<file path="config.mk">
export PLATFORM = sky130hd
export DESIGN_NAME = image_stride_ctrl
export DESIGN_NICKNAME = d
export VERILOG_FILES = /design/src/rtl/image_stride_ctrl.sv
export SDC_FILE = /design/constraint.sdc
export NUM_CORES = 1
export LEC_CHECK = 0
export ABC_CLOCK_PERIOD_IN_PS = 3600
export CAP_MARGIN = 20
export CELL_PAD_IN_SITES_DETAIL_PLACEMENT = 0
export CELL_PAD_IN_SITES_GLOBAL_PLACEMENT = 1
export CORE_AREA = 2 2 220 222
export DETAILED_ROUTE_END_ITERATION = 16
export DIE_AREA = 0 0 222 224
export GPL_TIMING_DRIVEN = 0
export PLACE_DENSITY_LB_ADDON = 0.1
export SLEW_MARGIN = 20
export SYNTH_ARGS = -nofsm -noshare
export SYNTH_HDL_FRONTEND = slang
export SYNTH_SLANG_ARGS = --single-unit
</file>
<file path="constraint.sdc">
create_clock -name clk -period 3.6 [get_ports clk]
set_input_delay 0.72 -clock clk [delete_from_list [all_inputs] [get_ports clk]]
set_output_delay 0.72 -clock clk [all_outputs]
set_load 0.05 [all_outputs]
</file>
<file path="src/rtl/image_stride_ctrl.sv">
// image_stride_ctrl: row-burst sequencer for the image stride FIFO (stride-1 passthrough / stride-2 decimation).
// Define IMAGE_STRIDE_PERF_EN to add the stall_cnt / row_cnt performance counter ports.
module image_stride_ctrl #(
    parameter int WIDTH     = 256,
    parameter int ADDR_BITS = 10,
    parameter int ROW_BITS  = 10
) (
    input  logic                 clk,
    input  logic                 rst_n,
    input  logic                 start,
    input  logic                 stride2,
    input  logic [ADDR_BITS:0]   col_num,
    input  logic [ROW_BITS-1:0]  row_num,
    output logic [ADDR_BITS:0]   M_count,
    input  logic                 M_Ready,
    output logic                 fifo_rd_en,
    input  logic [WIDTH-1:0]     fifo_dout,
    output logic [ADDR_BITS:0]   S_count,
    input  logic                 S_Ready,
    output logic                 dout_vld,
    output logic [WIDTH-1:0]     dout,
    output logic                 busy,
    output logic                 done
`ifdef IMAGE_STRIDE_PERF_EN
    ,
    output logic [31:0]          stall_cnt,
    output logic [ROW_BITS-1:0]  row_cnt
`endif
);
    typedef enum logic [2:0] {ST_IDLE, ST_WAIT, ST_READ, ST_SETTLE, ST_DRAIN, ST_DONE} state_t;
    state_t state, state_nx;
    logic                 cfg_s2, settle;
    logic [ADDR_BITS:0]   cfg_col, col;
    logic [ROW_BITS-1:0]  cfg_row, row;
    logic [ADDR_BITS+1:0] half_col;
    logic                 accept, go, last_col, last_row, keep;
    assign accept   = state == ST_IDLE && start;
    assign go       = M_Ready && S_Ready;
    assign last_col = col == cfg_col - 1'b1;
    assign last_row = row == cfg_row - 1'b1;
    assign keep     = !cfg_s2 || (!row[0] && !col[0]);
    assign half_col = ({1'b0, cfg_col} + (ADDR_BITS+2)'(1)) >> 1;
    always_ff @(posedge clk or negedge rst_n) begin
        if (!rst_n) state <= ST_IDLE;
        else        state <= state_nx;
    end
    // Empty frames skip straight to the drain/done tail so done still pulses once.
    always_comb begin
        state_nx = state;
        case (state)
            ST_IDLE:   state_nx = !start ? ST_IDLE : (col_num == '0 || row_num == '0) ? ST_DRAIN : ST_WAIT;
            ST_WAIT:   state_nx = go ? ST_READ : ST_WAIT;
            ST_READ:   state_nx = !last_col ? ST_READ : last_row ? ST_DRAIN : ST_SETTLE;
            ST_SETTLE: state_nx = settle ? ST_WAIT : ST_SETTLE;
            ST_DRAIN:  state_nx = ST_DONE;
            ST_DONE:   state_nx = ST_IDLE;
            default:   state_nx = ST_IDLE;
        endcase
    end
    always_comb begin
        fifo_rd_en = state == ST_READ;
        busy       = state != ST_IDLE && state != ST_DONE;
        done       = state == ST_DONE;
        M_count    = cfg_col;
        S_count    = !cfg_s2 ? cfg_col : row[0] ? '0 : half_col[ADDR_BITS:0];
        dout       = dout_vld ? fifo_dout : '0;
    end
    // dout_vld lines up with the FIFO's one-cycle read latency; dout is the FIFO output gated by it.
    always_ff @(posedge clk or negedge rst_n) begin
        if (!rst_n) begin
            dout_vld <= 1'b0;
            settle   <= 1'b0;
            cfg_s2   <= 1'b0;
            cfg_col  <= '0;
            cfg_row  <= '0;
            col      <= '0;
            row      <= '0;
        end else begin
            dout_vld <= fifo_rd_en && keep;
            settle   <= state == ST_SETTLE && !settle;
            if (accept) begin
                cfg_s2  <= stride2;
                cfg_col <= col_num;
                cfg_row <= row_num;
                col     <= '0;
                row     <= '0;
            end else if (state == ST_READ) begin
                col <= last_col ? '0 : col + 1'b1;
                if (last_col && !last_row) row <= row + 1'b1;
            end
        end
    end
`ifdef IMAGE_STRIDE_PERF_EN
    // Stalls count only WAIT cycles that could not launch a row.
    always_ff @(posedge clk or negedge rst_n) begin
        if (!rst_n) begin
            stall_cnt <= '0;
            row_cnt   <= '0;
        end else if (accept) begin
            stall_cnt <= '0;
            row_cnt   <= '0;
        end else begin
            if (state == ST_WAIT && !go && stall_cnt != '1) stall_cnt <= stall_cnt + 1'b1;
            if (state == ST_READ && last_col && row_cnt != '1) row_cnt <= row_cnt + 1'b1;
        end
    end
`endif
endmodule

</file>
### After elaboration in Yosys (flattened, before gate mapping)

Cells that the tools add are included.

* output and inout port bits: 282
* input port bits: 283
* logic and storage cells: 58
* bits in registers: 48

* reductions and logical operators: 21
* add/sub/neg operators: 5
* equal/unequal tests: 8
* mux-type cells: 16

Operator list (number)
* 2-to-1 mux 256 bit: 1
* 2-to-1 mux 11 bit: 5
* 2-to-1 mux 10 bit: 3
* one-hot mux 3 bit (5 select lines): 1
* adder 11 x 1 -> 12 bit, second input constant: 1
* 2-to-1 mux 3 bit: 4
* adder 11 x 1 -> 11 bit, second input constant: 1
* equality test 11 bit: 1
* logical NOT 11 bit: 1
* subtractor 11 x 1 -> 11 bit, second input constant: 1
* adder 10 x 1 -> 10 bit, second input constant: 1
* equality test 10 bit: 1
* logical NOT 10 bit: 1
* subtractor 10 x 1 -> 10 bit, second input constant: 1
* logical AND 1 bit: 7
* equality test 3 x 2 -> 1 bit, second input constant: 2
* equality test 3 bit, second input constant: 2
* logical NOT 1 bit: 5
* 2-to-1 mux 2 bit: 2
* nonzero test 2 bit: 2
* equality test 3 x 1 -> 1 bit, second input constant: 1
* logical NOT 3 bit: 1
* != test 3 bit, second input constant: 1
* nonzero test 3 bit: 1
* other kinds (2): 3

### Longest topological paths before layout

* depth in word-level cells: 7
* mapped depth: 10
* mapped depth without buffers: 9

### Least setup slack after synthesis

Ideal clock, no wire load.

* path type: reg2out
* start point: reg cfg_col[5] (netlist: M_count[5])
* end point: out S_count[10]
* stages on the path, launching flop included: 6
* required time: 2880 ps
* path buffers: 1
* setup slack: 322 ps
* arrival time: 2558 ps
* cell sequence: dfrtp_1 buf_2 nand3_1 nor3_1 nand2_1 a21boi_0

* longest elaborated chain between the ends: 3

Ends and longest elaborated chain
* from (decl): line 33 `logic [ADDR_BITS:0] cfg_col, col;`
* from (signal assigned): line 83 `cfg_col <= col_num;`
* adder 11 x 1 -> 12 bit: line 42 `assign half_col = ({1'b0, cfg_col} + (ADDR_BITS+2)'(1)) >> 1;`
* 2-to-1 mux 11 bit (2 in a row): line 65 `S_count = !cfg_s2 ? cfg_col : row[0] ? '0 : half_col[ADDR_BITS:0];`
* to (decl): line 18 `output logic [ADDR_BITS:0] S_count,`

Every way passes these cells.

### Worst setup path after layout

* start point: reg dout_vld
* end point: out dout[40]

* longest elaborated chain between the ends: 1

Ends and longest elaborated chain
* from (decl): line 20 `output logic dout_vld,`
* from (signal assigned): line 79 `dout_vld <= fifo_rd_en && keep;`
* 2-to-1 mux 256 bit: line 66 `dout = dout_vld ? fifo_dout : '0;`
* to (decl): line 21 `output logic [WIDTH-1:0] dout,`

Every way passes these cells.

==> flow_summary.ini <==
[outcome]
status = completed

[logic_synthesis]
synth_compound_area_share_pct = 12.1
async_reset_ff_share_pct = 100
ys_warn_count = 0
synthSimpleGateAreaFrac_pct = 49.2
synth_cells = 662
syn-cell-area_sq_um = 4950
ys_dominant_reg_cell = dfrtp_1
synthMuxAreaShare_pct = 0.834
syn_avg_cell_area_sq_um = 7.48
ys_ff_latch = 48
yosysSeqAreaShare_pct = 24.3
synth-edff-count = 0
synthAdderAreaFrac_pct = 1.26
synthXorXnorAreaFrac_pct = 6.90
yosysUniqueCellTypes = 61
syn-num-nets = 950
synth_top_family_by_area = simple AND/OR/NAND/NOR gates

[clock_network]
cts_setup_buffers = 0
numCtsBuffers = 5
insertion_delay_ps = 300
cts_tree = done
htree_levels = 2
clk_root_buffer_cell = clkbuf_16
ctsLongestPathBuffers = 2
cts_hold_buffers = 0
cts_resized = 5
clk_pin_slew_worst_paths_ps = 70
cts.sinks = 48

[worst_setup_path]
critPathLaunchType = register
crit_chain = clkbuf_2, clkbuf_1, and2_1, clkdlybuf4s50_1
r2r_cells = 9
worstSetupPathType = register to output pin
cp_data_required_time_ps = 2880
critical_path_buf_inv_count = 3
crit_path_end_kind = output pin
cp.arrival_ps = 2660
path_max_fanout = 10
crit_path_max_incr_delay_ps = 920
cp_top_family = buffers and inverters
cpMaxStageDelayCell = clkdlybuf4s50_1
worstSetupPathDepth = 4

[worst_hold_path]
hp-class = input port to async pin

[sta]
setup_viol = 0
max_clock_freq_mhz = 296
drv_slew = 0
slew_headroom_pct = 51.8
rsz0062_at_grt = no
min_period_over_period_pct = 93.8
fin_crit_ps = 3380
worstMarginPinSlew_ps = 721
final.setup.tns_ps = 0
finalClockSkew_ps = 13.3
hold_violations = 0

[global_routing]
grt_max_degree = 28
grt.total_usage_pct = 19.7
grt_pass1_wl_mm = 66.3
grt_pass1_vias = 7210
antenna_found_initial = 33
grt-ovfl-total = 0

[drt]
postRouteAntennaNets = 0
first_iter_violations = 353
vias = 7091
wl_per_cell_microns = 27.5
wirelength_mm = 51.0
route.detailed.drc = 0
first_pass_iters = 5
vias_per_cell = 3.82

[pwr]
p_per_area_nw_per_um2 = 842
leakagePower_nw = 4.43
power.total_mw = 9.71
vdd_drop_max_mv = 0.434

[final_layout]
n_fill_cell = 5257
nNetsFinal = 1522
syn2layout_area_growth_pct = 133
drive_above_1_share_pct = 2.67

[floorplanning]
die_w_microns = 222
fp-row-count = 80
io_pins = 565
die_y_microns = 224
core_area_sq_um = 47300
die-area_sq_um = 49700
initial_core_util_pct = 10.5

[place]
gp_congestion = 0.827
io_buffers = 564
post-dp-hpwl_mm = 47.0

[run]
maxCapViolCount = 0
## path summary, 6_finish.rpt
| kind | startpoint | to | slack, ps |
|---|---|---|---|
| min in group clk | settle$_DFF_PN0_ | settle$_DFF_PN0_ | 440 |
| max in group asynchronous | rst_n | col[3]$_DFFE_PN0P_ | 2780 |
| hold / removal | rst_n | cfg_row[4]$_DFFE_PN0P_ | 320 |
| hold reg to reg | settle$_DFF_PN0_ | settle$_DFF_PN0_ | 440 |
| setup / recovery | dout_vld$_DFF_PN0_ | dout[40] | 220 |
| setup reg to reg | M_count[0]$_DFFE_PN0P_ | row[9]$_DFFE_PN0P_ | 490 |
## worst reg2reg max path, stage by stage, from the launching register on
cell and delay [ps]:
dfrtp_1 430, buf_2 240, inv_1 120, ha_1 300, or3_1 400, a31o_1 260
nor3b_2 300, o2111ai_4 260, or4_1 570, a21oi_1 160
## layout by cell type, fill, tap and decap left out, types with 3 or more instances in the layout
| cell type | Yosys | final |
|---|---|---|
| dfrtp_1 | 48 | 48 |
| nand3_1 | 14 | 14 |
| and3_1 | 13 | 13 |
| o21ai_1 | 4 | 4 |
| nor4_1 | 6 | 6 |
| buf_2 | 5 | 5 |
| clkdlybuf4s50_1 | 0 | 556 |
| nand4_1 | 6 | 6 |
| or3_1 | 6 | 6 |
| a21oi_1 | 17 | 17 |
| nand2_1 | 57 | 57 |
| nand3b_1 | 3 | 3 |
| a31oi_1 | 9 | 9 |
| clkbuf_1 | 40 | 37 |
| o22ai_1 | 10 | 10 |
| xor2_1 | 9 | 9 |
| xnor2_1 | 30 | 30 |
| clkbuf_16 | 0 | 5 |
| o211ai_1 | 4 | 4 |
| diode_2 | 0 | 5 |
| and2_1 | 256 | 256 |
| mux2i_1 | 3 | 3 |
| ha_1 | 5 | 5 |
| nand2b_1 | 7 | 7 |
| inv_1 | 18 | 18 |
| clkbuf_2 | 0 | 5 |
| nor2_1 | 16 | 16 |
| nor3_1 | 7 | 7 |
| a41oi_1 | 3 | 3 |
| dlymetal6s2s_1 | 0 | 3 |
| or4_1 | 5 | 5 |
| a22o_1 | 4 | 4 |
| o21ai_0 | 18 | 18 |
## cell type report
type,count,area (sq um),area share (%)
flip-flops and latches,48,1200,10.4
repair buffers,565,5660,49.0
clock buffers,5,125,1.08
diodes,5,12.5,0.108
inverters,18,67.6,0.586
plain buffers,47,201,1.75
well taps,615,769,6.67
clock inverters,3,18.8,0.163
multi-input cells,549,3480,30.2
## cell families (layout without fill, tap and decap cells)
family,count (synthesis),after routing
buffers and inverters,65,638
multiplexers,4,4
flip-flops,48,48
adder cells (fa/ha/maj),5,5
AO/OA/AOI/OAI,89,89
XOR/XNOR,39,39
other,0,5
AND/OR/NAND/NOR,412,412
## power breakdown
| part | total [mW] | internal, mW | switching [mW] |
|---|---|---|---|
| Sequential | 1.02 | 0.723 | 0.299 |
| Combinational | 8.19 | 2.63 | 5.56 |
| Clock | 0.494 | 0.258 | 0.237 |
| Total | 9.71 | 3.61 | 6.10 |
## synthesized netlist by cell type, types with 9 or more instances
master / count / area, sq um
a21oi_1: 17 / 85.1
a31oi_1: 9 / 56.3
and2_1: 256 / 1600
and3_1: 13 / 81.3
clkbuf_1: 40 / 150
dfrtp_1: 48 / 1200
inv_1: 18 / 67.6
nand2_1: 57 / 214
nand3_1: 14 / 70.1
nor2_1: 16 / 60.1
o21ai_0: 18 / 90.1
o22ai_1: 10 / 62.6
xnor2_1: 30 / 263
xor2_1: 9 / 78.8
## registers in the layout, indices dropped and copies added, names as in the netlist
register  flops
M_count      11
col          11
cfg_row      10
row          10
state         3
cfg_s2        1
dout_vld      1
settle        1
## stage by stage
stage	hold WS (ps)	instances	cell area, sq um	util, %	setup WS [ps]
2_1_floorplan	407	662	4950	-	322
3_3_place_gp	417	1841	11400	24.0	-119
3_5_place_dp	429	1842	11400	24.0	59.7
4_1_cts	329	1850	11500	24.3	19.8
5_1_grt	337	1853	11500	24.4	57.1
6_report	321	1855	11500	24.4	222
## metal layers
layer / up-vias / track usage (%) / share of wire (%)
met1: 3340 / 24.9 / 43
met4: 32 / 2.51 / 0.99
met2: 330 / 31.7 / 45
met3: 54 / 8.53 / 10
li1: 3335 / - / -
met5: - / 0 / 0.44
Power figures use the tool's default switching activity.
